`config.mk`:
```
export PLATFORM = sky130hd
export DESIGN_NAME = bus_arbiter
export DESIGN_NICKNAME = d
export VERILOG_FILES = /design/src/rtl/bus_arbiter.sv
export SDC_FILE = /design/constraint.sdc
export NUM_CORES = 1
export LEC_CHECK = 0
export CAP_MARGIN = 0
export CORE_ASPECT_RATIO = 2
export CORE_MARGIN = 10
export CORE_UTILIZATION = 35
export DETAILED_ROUTE_END_ITERATION = 16
export SETUP_SLACK_MARGIN = 0.05
export SLEW_MARGIN = 25
export SYNTH_ARGS = -nofsm -noshare
export SYNTH_HDL_FRONTEND = slang
export SYNTH_SLANG_ARGS = --single-unit
export TNS_END_PERCENT = 20
```
`constraint.sdc`:
```
create_clock -name clk -period 1.7 [get_ports clk]
set_clock_uncertainty 0.05 [all_clocks]
set_input_delay 0.34 -clock clk [delete_from_list [all_inputs] [get_ports clk]]
set_output_delay 0.34 -clock clk [all_outputs]
set_load 0.01 [all_outputs]
```
`src/rtl/bus_arbiter.sv`:
```
// ---------------------------------------------------------------------------
// bus_arbiter
//   Round-robin arbiter that produces the per-user drive enables for N
//   BusUsers sharing one 3-state data bus. At most one enable is high at any
//   time. After every release the bus is left undriven for GAP cycles, so a
//   BusUser whose output enable is registered has let go of the bus before
//   the next owner starts driving.
//
// Ports
//   clk       rising-edge clock shared with all BusUsers
//   rst_n     asynchronous active-low reset
//   req       [N-1:0] level-sensitive request lines, one per user
//   en        [N-1:0] registered one-hot (or zero) grant to BusUser en
//   owner     index of the current grantee (valid while busy=1; keeps its
//             last value after a release)
//   busy      high whenever any en bit is high
//   dbg_state current FSM state (IDLE=0, GRANT=1, TURN=2) for observation
// ---------------------------------------------------------------------------
module bus_arbiter #(
  parameter int N        = 4,
  parameter int MAX_HOLD = 8,
  parameter int GAP      = 1,
  localparam int PW      = $clog2(N),
  localparam int HW      = $clog2(MAX_HOLD + 1),
  localparam int GW      = $clog2(GAP + 1)
) (
  input  logic          clk,
  input  logic          rst_n,
  input  logic [N-1:0]  req,
  output logic [N-1:0]  en,
  output logic [PW-1:0] owner,
  output logic          busy,
  output logic [1:0]    dbg_state
);

  typedef enum logic [1:0] {
    IDLE  = 2'd0,
    GRANT = 2'd1,
    TURN  = 2'd2
  } state_t;

  state_t        state;
  logic [PW-1:0] ptr;
  logic [HW-1:0] hold;
  logic [GW-1:0] gap;

  logic [PW-1:0] win;
  logic [N-1:0]  win_oh;
  logic [N-1:0]  own_oh;
  logic          others_req;
  logic          hold_full;
  logic          gap_done;
  logic [PW-1:0] ptr_next;

  // Round-robin search: walk from ptr+N-1 down to ptr so that the last
  // match written is the first set request in ptr, ptr+1, ... order.
  always_comb begin
    int idx;
    win = '0;
    idx = 0;
    for (int i = N - 1; i >= 0; i--) begin
      idx = int'(ptr) + i;
      if (idx >= N) idx = idx - N;
      if (req[idx]) win = PW'(idx);
    end
  end

  assign win_oh     = {{(N-1){1'b0}}, 1'b1} << win;
  assign own_oh     = {{(N-1){1'b0}}, 1'b1} << owner;
  assign others_req = |(req & ~own_oh);
  assign hold_full  = (hold == HW'(MAX_HOLD));
  assign gap_done   = (gap == GW'(GAP));
  // Released owner drops to lowest priority; wraps N-1 -> 0.
  assign ptr_next   = (owner == PW'(N - 1)) ? '0 : owner + PW'(1);

  assign dbg_state  = state;

  always_ff @(posedge clk or negedge rst_n) begin
    if (!rst_n) begin
      state <= IDLE;
      en    <= '0;
      owner <= '0;
      busy  <= 1'b0;
      ptr   <= '0;
      hold  <= '0;
      gap   <= '0;
    end else begin
      case (state)
        IDLE: begin
          if (|req) begin
            en    <= win_oh;
            owner <= win;
            busy  <= 1'b1;
            hold  <= HW'(1);
            state <= GRANT;
          end
        end

        GRANT: begin
          // Owner dropping its request wins over the hold limit; a sole
          // requester is never preempted because others_req stays low.
          if (!req[owner] || (hold_full && others_req)) begin
            en    <= '0;
            busy  <= 1'b0;
            ptr   <= ptr_next;
            gap   <= GW'(1);
            state <= TURN;
          end else if (!hold_full) begin
            hold <= hold + HW'(1);
          end
        end

        TURN: begin
          // Requests are not looked at until the full gap has elapsed.
          if (!gap_done) begin
            gap <= gap + GW'(1);
          end else if (|req) begin
            en    <= win_oh;
            owner <= win;
            busy  <= 1'b1;
            hold  <= HW'(1);
            state <= GRANT;
          end else begin
            state <= IDLE;
          end
        end

        default: begin
          en    <= '0;
          busy  <= 1'b0;
          state <= IDLE;
        end
      endcase
    end
  end

endmodule

```
After elaboration in Yosys (flattened, before gate mapping)
Index checks and enable logic that the tools add are counted.
- input port bits: 6
- output and inout bits: 9
- word-level logic and storage cells: 101
- flip-flop bits (word level): 16
- muxes and demuxes: 47
- order comparisons: 9
- equality and inequality tests: 9
- bitwise logic cells: 2
- shift-type cells: 2
- reductions and logical operators: 15
- add/sub/neg operators: 10
- operators by type and width (kind ; count):
    32-bit by 4-bit less-than comparator with 1-bit output (second input constant) ; 4
    32-bit two-way mux ; 4
    4-bit two-way mux ; 7
    4-bit case mux with 3 select lines ; 2
    2-bit two-way mux ; 10
    1-bit two-way mux ; 15
    3-bit by 3-bit subtractor with 4-bit output (second input constant) ; 3
    1-bit binary-select mux with 2-bit select ; 5
    2-bit != test (second input constant) ; 5
    3-bit greater-or-equal comparator (second input constant) ; 3
    2-bit AND reduction ; 4
    4-bit OR reduction ; 2
    1-bit by 2-bit left shift with 4-bit output (first input constant) ; 2
    2-bit by 2-bit adder with 3-bit output (second input constant) ; 2
    2-bit case mux with 3 select lines ; 1
    4-bit by 1-bit adder with 4-bit output (second input constant) ; 1
    4-bit bitwise AND ; 1
    2-bit == test (second input constant) ; 2
    4-bit == test (second input constant) ; 1
    4-bit inverter ; 1
    2-bit case mux with 2 select lines ; 1
    4-bit AND reduction ; 1
    2-bit nonzero test ; 2
    2-bit by 3-bit subtractor with 4-bit output (second input constant) ; 1
    other kinds (14) ; 14

Depth between registers and ports, before layout
Gate-level depths: netlist of the first run.
- depth after elaboration: 14
- depth in mapped cells: 7
- mapped depth without buffers: 7

Worst setup path after synthesis of the first run
Ideal clock, no wire load.
- kind: register -> register
- start point: reg owner[1]
- end point: reg hold[1]
- slack: -0.111 ns
- cell stages (with the launch flop): 8
- required time: 1.529 ns
- arrival: 1.640 ns
- setup time: 0.121 ns
- cells stage by stage: dfrtp_1 inv_1 ha_1 nand2b_1 a41oi_2 o21ai_4 and2_4 a22o_1
- cells in the longest elaborated chain, start to end: 8
- elaborated cells on any way between the ends: 11
- classes of those cells: 1 x eq/ne; 1 x shift; 2 x mux; 2 x bitwise; 5 x reduce/logical
- ends and longest elaborated chain (element ; RTL line ; RTL):
    start, declared ; 31 ; output logic [PW-1:0] owner,
    start signal, assigned ; 92 ; owner <= win;
    start signal, assigned ; 119 ; owner <= win;
    1-bit by 2-bit left shift with 4-bit output ; 69 ; assign own_oh = {{(N-1){1'b0}}, 1'b1} << owner;
    4-bit inverter ; 70 ; assign others_req = |(req & ~own_oh);
    4-bit bitwise AND ; 70 ;
    4-bit OR reduction ; 70 ;
    1-bit logical AND ; 102 ; if (!req[owner] || (hold_full && others_req)) begin
    1-bit logical OR (*) ; 102 ;
    2-bit != test (no source line) (*) ; -- ;
    4-bit AND reduction (no source line) (*) ; -- ;
    end signal, assigned ; 109 ; hold <= hold + HW'(1);
    end, declared ; 44 ; logic [HW-1:0] hold;
Every way passes the cells marked *; elsewhere a longest branch is shown, timed or not. The select of a mux whose other input is x is not followed.
A chain may end at the register's enable or synchronous reset.

Final worst setup path of the first run
- start point: reg owner[0]
- end point: reg hold[2]
Same word-level chain as after synthesis.

==> results.cfg, run 1 <==
[sta]
postLayoutSetupSlackWorst_ns = -0.116
timing.final.crit_share = 1.07
tightestPinTransition_ns = 0.414
max_clock_freq_ghz = 0.551
max-slew-margin-rel = 0.722
final_hold_viol_count = 0
min_period_ns = 1.82
maxSlewViolCount = 0
final_setup_violating_endpoints = 9
rsz_0062_raised_after_global_routing = true

[routing]
avgViaCountPerCell = 5.20
detail_route.iter0.violations = 6
wl_per_cell_um = 15.9
route.detailed.drc = 0
drt_pass1_iterations = 4
detail-route-antenna-nets = 0
drt-total-wl_um = 2500
detailroute.via_count = 817

[logic_synthesis]
number_of_synthesis_warnings = 0
synth_top_cells_by_area = sky130_fd_sc_hd__dfrtp_1 43%, sky130_fd_sc_hd__ha_1 8.1%, sky130_fd_sc_hd__nand2b_1 6.0%
synth_fp_nets = 104
total_of_flip_flops_plus_latches_after_synthesis = 16
synth.yosys.seq_area_share = 0.430
distinct_cells_synth = 30
netlist_instances = 92
synthesis.area_per_instance_um2 = 10.1
post-synth-top-area-fraction = 0.430
combined_area_of_all_synthesized_cells_um2 = 931
synth_top_area_cell = sky130_fd_sc_hd__dfrtp_1

[cts]
root_driver = sky130_fd_sc_hd__clkbuf_8
postCtsHoldBufs = 0
cts.reportedPaths.clkPinSlew_ns = 0.07
clock_latency_ns = 0.25
numClockSinks = 16
clockBufferDepth = 2
cts_tree = built
cts-buffers-inserted = 3
cts-htree-levels = 1

[pwr]
sequentialPowerShare = 0.298
cellPowerDensity_nw_per_um2 = 1750
total_power_mw = 2.46
comb_power_share = 0.579
power_frac_clock = 0.123
peakVddDrop_mv = 0.735
power.internal_mw = 1.48
switching_power_mw = 0.978
leakagePower_nw = 0.622
sw_frac_of_total = 0.397

[setup_path]
required_time_reported_for_the_critical_path_endpoint_ns = 1.84
worstReg2RegStart = owner[0]$_DFFE_PN0P_
critPathKind = flip-flop to flip-flop
critical_path_peak_fanout = 6
crit_end_element = flip-flop
startpoint = owner[0]$_DFFE_PN0P_
worst_ep_arrival_time_ns = 1.96
worst_setup_path_start_kind = flip-flop

[floorplanning]
die_w_um = 56.5
floorplan.rows = 26
number_of_placed_i_o_pins = 15
floorplan.initialDensity = 0.362
fp.dieArea_um2 = 5250
core_region_area_um2 = 2570
fp.dieH_um = 92.9

[place]
port_buffers = 14
post-dp-hpwl_um = 1980
dp_worst_setup_slack_ns = -0.351
gp_congestion = 0.854

[cells_and_area]
insertedDiodeCount = 0
multi_input_area_um2 = 613
syn_to_final_growth_pct = 51.5
flip_flop_and_latch_area_um2 = 404
final_layout_size_suffix_gt1_frac = 0.341
num-nets-final = 142
layout.filler_cells = 231

[flow_run]
max_cap_violations = 0

[grt]
grt_pass1_vias = 872
grt_overflow = 0
grt_first_pass_wirelength_um = 3990
grt.total_usage = 0.0945
antenna_found_initial = 0
grt_start_max_net_pins = 17

[outcome]
failed_checks = negative setup slack
run_status = finished with violations

[hold_path]
holdCritPathClass = input pin to async pin
==> power groups by stage <==
stage,Clock [mW],Sequential [mW],Combinational (mW)
after floorplan,0,0.749,0.705
after global placement,0,0.728,1.27
after detailed placement,0,0.738,1.29
after CTS,0.305,0.738,1.30
after global routing,0.320,0.766,1.56
final,0.303,0.734,1.42
==> metrics by stage <==
| step | cells | instance area (µm²) | hold WS [ns] | TNS, ns | util |
|---|---|---|---|---|---|
| 6_report | 157 | 1410 | 0.355 | -0.454 | 0.549 |
| 5_1_grt | 157 | 1410 | 0.380 | -1.34 | 0.549 |
| 3_5_place_dp | 149 | 1290 | 0.421 | -4.47 | 0.503 |
| 2_1_floorplan | 92 | 1010 | -0.00559 | -0.00688 | - |
| 4_1_cts | 154 | 1350 | 0.372 | -0.334 | 0.525 |
| 3_3_place_gp | 149 | 1290 | 0.414 | -4.37 | 0.503 |
==> flip-flops by register name, indices dropped and copies added, names as in the netlist <==
name       cells
ptr            2
busy           1
owner          2
en             4
gap            1
hold           4
dbg_state      2
==> cells in the mapped netlist <==
cell,n
sky130_fd_sc_hd__mux2i_1,4
sky130_fd_sc_hd__nor2b_1,2
sky130_fd_sc_hd__or3_1,1
sky130_fd_sc_hd__o21ai_4,1
sky130_fd_sc_hd__dfrtp_1,16
sky130_fd_sc_hd__ha_1,6
sky130_fd_sc_hd__o22a_1,1
sky130_fd_sc_hd__a22o_1,1
sky130_fd_sc_hd__a21oi_1,3
sky130_fd_sc_hd__o32ai_2,1
sky130_fd_sc_hd__nand3b_1,2
sky130_fd_sc_hd__o22ai_1,1
sky130_fd_sc_hd__o21ai_1,1
sky130_fd_sc_hd__nor4_2,1
sky130_fd_sc_hd__a32o_1,1
sky130_fd_sc_hd__nand2b_1,9
sky130_fd_sc_hd__a311oi_1,2
sky130_fd_sc_hd__mux2_2,2
sky130_fd_sc_hd__and2_4,1
sky130_fd_sc_hd__o2bb2ai_1,1
sky130_fd_sc_hd__inv_1,6
sky130_fd_sc_hd__a31o_1,1
sky130_fd_sc_hd__nand2_1,11
sky130_fd_sc_hd__and2_1,1
sky130_fd_sc_hd__nor2_1,5
sky130_fd_sc_hd__nor3_1,2
sky130_fd_sc_hd__o21ai_0,5
sky130_fd_sc_hd__nand3_1,1
sky130_fd_sc_hd__o31ai_1,2
sky130_fd_sc_hd__a41oi_2,1
==> per-layer routing <==
metal / share of wire / global-route usage
met2: 0.62 / 0.193
met1: 0.34 / 0.0834
met5: 0 / 0
met4: 0.0040 / 0.0323
met3: 0.032 / 0.0219
==> worst max-delay path: stages, from the launching register on <==
cell,delay (ns)
sky130_fd_sc_hd__dfrtp_2,0.45
sky130_fd_sc_hd__buf_4,0.17
sky130_fd_sc_hd__ha_4,0.14
sky130_fd_sc_hd__nand2b_4,0.14
sky130_fd_sc_hd__a41oi_4,0.23
sky130_fd_sc_hd__o21ai_4,0.13
sky130_fd_sc_hd__a311oi_1,0.31
sky130_fd_sc_hd__a31o_1,0.13
==> worst paths after layout <==
kind / endpoint / slack (ns) / cells past startpoint
worst max register to register: hold[2]$_DFFE_PN0P_ / -0.12 / 7
worst min-delay path: hold[2]$_DFFE_PN0P_ / 0.36 / 2
worst min register to register: hold[3]$_DFFE_PN0P_ / 0.42 / 1
min in group clk: hold[3]$_DFFE_PN0P_ / 0.42 / 1
max in group asynchronous: owner[0]$_DFFE_PN0P_ / 1.05 / 2
worst max-delay path: hold[2]$_DFFE_PN0P_ / -0.12 / 7
==> cells by family (layout without fill, tap and decap cells) <==
| group | count (synthesis) | in the layout | share of synthesized area |
|---|---|---|---|
| AND/OR/NAND/NOR | 36 | 36 | 0.207 |
| adder cells (fa/ha/maj) | 6 | 6 | 0.0806 |
| buffers and inverters | 6 | 43 | 0.0242 |
| multiplexers | 6 | 6 | 0.0672 |
| flip-flops | 16 | 16 | 0.430 |
| AO/OA/AOI/OAI | 22 | 22 | 0.191 |
==> repair_timing <==
| item | 4_1_cts | 5_1_grt |
|---|---|---|
| setup buffers | 1 | 3 |
| endpoints found under the setup margin | 17 | 17 |
| resized for setup | 10 | 9 |
| cloned | 0 | 0 |
| pin swaps | 2 | 5 |
==> placed cells by master (no fill, tap or decap), types with 2 or more instances in the layout <==
| cell | count |
|---|---|
| sky130_fd_sc_hd__clkdlybuf4s50_1 | 7 |
| sky130_fd_sc_hd__mux2i_1 | 4 |
| sky130_fd_sc_hd__nand3b_1 | 2 |
| sky130_fd_sc_hd__ha_4 | 3 |
| sky130_fd_sc_hd__nor2_1 | 5 |
| sky130_fd_sc_hd__dfrtp_2 | 3 |
| sky130_fd_sc_hd__buf_4 | 17 |
| sky130_fd_sc_hd__dlygate4sd2_1 | 6 |
| sky130_fd_sc_hd__inv_4 | 2 |
| sky130_fd_sc_hd__a21oi_1 | 3 |
| sky130_fd_sc_hd__o21ai_0 | 3 |
| sky130_fd_sc_hd__nand2b_4 | 4 |
| sky130_fd_sc_hd__nor2b_1 | 2 |
| sky130_fd_sc_hd__o21ai_1 | 2 |
| sky130_fd_sc_hd__clkbuf_8 | 3 |
| sky130_fd_sc_hd__inv_1 | 4 |
| sky130_fd_sc_hd__nand2_1 | 11 |
| sky130_fd_sc_hd__ha_1 | 2 |
| sky130_fd_sc_hd__nand2b_1 | 5 |
| sky130_fd_sc_hd__nor3_1 | 2 |
| sky130_fd_sc_hd__buf_6 | 2 |
| sky130_fd_sc_hd__a311oi_1 | 2 |
| sky130_fd_sc_hd__dfrtp_1 | 13 |
==> layout make-up <==
type | instances | area share
clock buffer | 4 | 0.0319
inverter | 6 | 0.0195
multi-input combinational | 70 | 0.435
sequential | 16 | 0.287
tap | 28 | 0.0248
timing repair buffer | 33 | 0.202
(Power assumes the default switching activity.)
==> inputs of run 2 (changes only) <==
--- a/config.mk
+++ b/config.mk
@@ -11,4 +11,5 @@
 export CORE_UTILIZATION = 35
 export DETAILED_ROUTE_END_ITERATION = 16
+export PLACE_DENSITY = 0.66
 export SETUP_SLACK_MARGIN = 0.05
 export SLEW_MARGIN = 25
==> constraint.sdc (replaced) <==
create_clock -name clk -period 1.7 [get_ports clk]
set_clock_uncertainty 0.05 [all_clocks]
set_input_delay 0.51 -clock clk [delete_from_list [all_inputs] [get_ports clk]]
set_output_delay 0.51 -clock clk [all_outputs]
set_load 0.01 [all_outputs]
==> run 2 against run 1 <==
Against the previous run: the run still ends with negative setup slack left; combinational power is essentially flat; sequential power decreased by 2%; setup slack improved by 0.028 ns; clock power fell by 8.3%; total power decreased by 0.74%; critical path depth decreased by 1; count of clock-buffer cells in the layout fell by 1; die area stayed put; cell count grew 0.64%; register-to-register slack better by 0.03 ns; sequential cell count unchanged; global-route usage rose by 0.27 points; critical path type unchanged; largest power group unchanged.
==> results.cfg, run 2 (synthesis gave the netlist of run 1 again) <==
[place]
port_buffers = 14
gp_congestion = 0.842
post-dp-hpwl_um = 1950
numPlacedInstances = 149

[sta]
maxSlewViolCount = 0
min_period_ns = 1.79
max_clock_freq_ghz = 0.559
rsz_0062_raised_after_global_routing = true
tns_ns = -0.326
postLayoutSetupSlackWorst_ns = -0.0877
tightestPinTransition_ns = 0.387
final_hold_viol_count = 0
final_setup_violating_endpoints = 7
timing.final.crit_share = 1.05
max-slew-margin-rel = 0.742

[hold_path]
hold_path_sink = en[1]$_DFFE_PN0P_
worstHoldPathCells = 2
holdCritPathClass = flip-flop to flip-flop
timing.hold.worst.start = en[1]$_DFFE_PN0P_

[setup_path]
worstReg2RegStart = owner[1]$_DFFE_PN0P_
critical_path_peak_fanout = 7
worst_ep_arrival_time_ns = 1.87
required_time_reported_for_the_critical_path_endpoint_ns = 1.79
critPathKind = flip-flop to flip-flop
setup.reg_to_reg.worst_slack_ns = -0.09
r2r-end = hold[2]$_DFFE_PN0P_
worst_setup_path_start_kind = flip-flop
crit_end_element = flip-flop
reg2reg_depth = 6

[cts]
numClockSinks = 16
cts.reportedPaths.clkPinSlew_ns = 0.06
postCtsHoldBufs = 0
cts-buffers-inserted = 3
root_driver = sky130_fd_sc_hd__clkbuf_8
clock_latency_ns = 0.25
cts_tree = built
cts-htree-levels = 1
clockBufferDepth = 2

[floorplanning]
fp.dieArea_um2 = 5250
core_region_area_um2 = 2570
fp.dieH_um = 92.9
floorplan.rows = 26
floorplan.initialDensity = 0.362
die_w_um = 56.5
number_of_placed_i_o_pins = 15

[routing]
detail_route.iter0.violations = 5
wl_per_cell_um = 15.3
detailroute.via_count = 819
route.detailed.drc = 0
avgViaCountPerCell = 5.18
drt-total-wl_um = 2420
detail-route-antenna-nets = 0
drt_pass1_iterations = 4

[cells_and_area]
mostFrequentLayoutCell = sky130_fd_sc_hd__buf_4
insertedDiodeCount = 0
reg.largest.list = en (4), hold (4)
layout_common_cells = 18 x sky130_fd_sc_hd__buf_4, 14 x sky130_fd_sc_hd__dfrtp_1, 12 x sky130_fd_sc_hd__dlygate4sd2_1, 10 x sky130_fd_sc_hd__nand2_1
postLayoutCoreUtil = 0.549
stdcell_count = 158
syn_to_final_growth_pct = 51.5
final_layout_size_suffix_gt1_frac = 0.354
num-nets-final = 144

[grt]
grt_start_max_net_pins = 17
grt_overflow = 0
antenna_found_initial = 0
grt_pass1_vias = 903
grt.total_usage = 0.0972
grt_first_pass_wirelength_um = 4220

[pwr]
peakVddDrop_mv = 0.914
cellPowerDensity_nw_per_um2 = 1730
leakagePower_nw = 0.643

[flow_run]
max_cap_violations = 0

[outcome]
run_status = finished with violations
failed_checks = negative setup slack
## run 2: worst max-delay path by stage
stage	startpoint	cells after the start	to	slack, ns
final	owner[1]$_DFFE_PN0P_	6	hold[2]$_DFFE_PN0P_	-0.09
after global placement	req[3]	5	ptr[1]$_DFFE_PN0P_	-0.55
after CTS	owner[1]$_DFFE_PN0P_	6	hold[2]$_DFFE_PN0P_	-0.09
after detailed placement	req[3]	6	hold[2]$_DFFE_PN0P_	-0.60
after global routing	owner[1]$_DFFE_PN0P_	6	hold[1]$_DFFE_PN0P_	-0.15
after floorplan	owner[1]$_DFFE_PN0P_	7	hold[1]$_DFFE_PN0P_	-0.007
## run 2: where the power goes
group          leakage (nW)  switching (mW)  internal [mW]
sequential            0.195           0.174          0.547
clock                0.0216           0.121          0.157
combinational         0.427           0.660          0.784
total                 0.643           0.955           1.49
## run 2: area by class of cell
cell class	instances	area, µm²
Fill cell	242	1160
Multi-Input combinational cell	70	608
Clock buffer	3	41.3
Timing Repair Buffer	35	298
Inverter	6	25.0
Sequential cell	16	403
Tap cell	28	35.0
## run 2: repair_timing
action                                  CTS  global route
endpoints found under the setup margin   25            15
resized for setup                        22             2
pin swaps                                 5             1
buffers inserted                          5             1
## run 2: critical path, cell delays in order (launching register included)
cell and delay, ns:
sky130_fd_sc_hd__dfrtp_2 0.47, sky130_fd_sc_hd__buf_12 0.15, sky130_fd_sc_hd__mux2i_1 0.11, sky130_fd_sc_hd__mux2_4 0.31, sky130_fd_sc_hd__o21ai_4 0.24, sky130_fd_sc_hd__a311oi_1 0.13
sky130_fd_sc_hd__a31o_1 0.21
## run 2: stage by stage
stage               hold slack (ns)  worst slack [ns]  area [µm²]  power, mW
floorplan                     0.164          -0.00688        1010       1.45
global placement              0.414            -0.548        1290       2.01
detailed placement            0.418            -0.604        1290       2.06
CTS                           0.428           -0.0944        1410       2.46
global route                  0.448            -0.149        1410       2.64
finish                        0.425           -0.0877        1410       2.44
## run 2: routing by layer
layer	track usage	vias to the layer above	wire length, µm
met2	0.190	14	1400
met4	0.0423	0	48
li1	-	406	-
met3	0.0233	5	119
met5	0	-	0
met1	0.0890	394	847
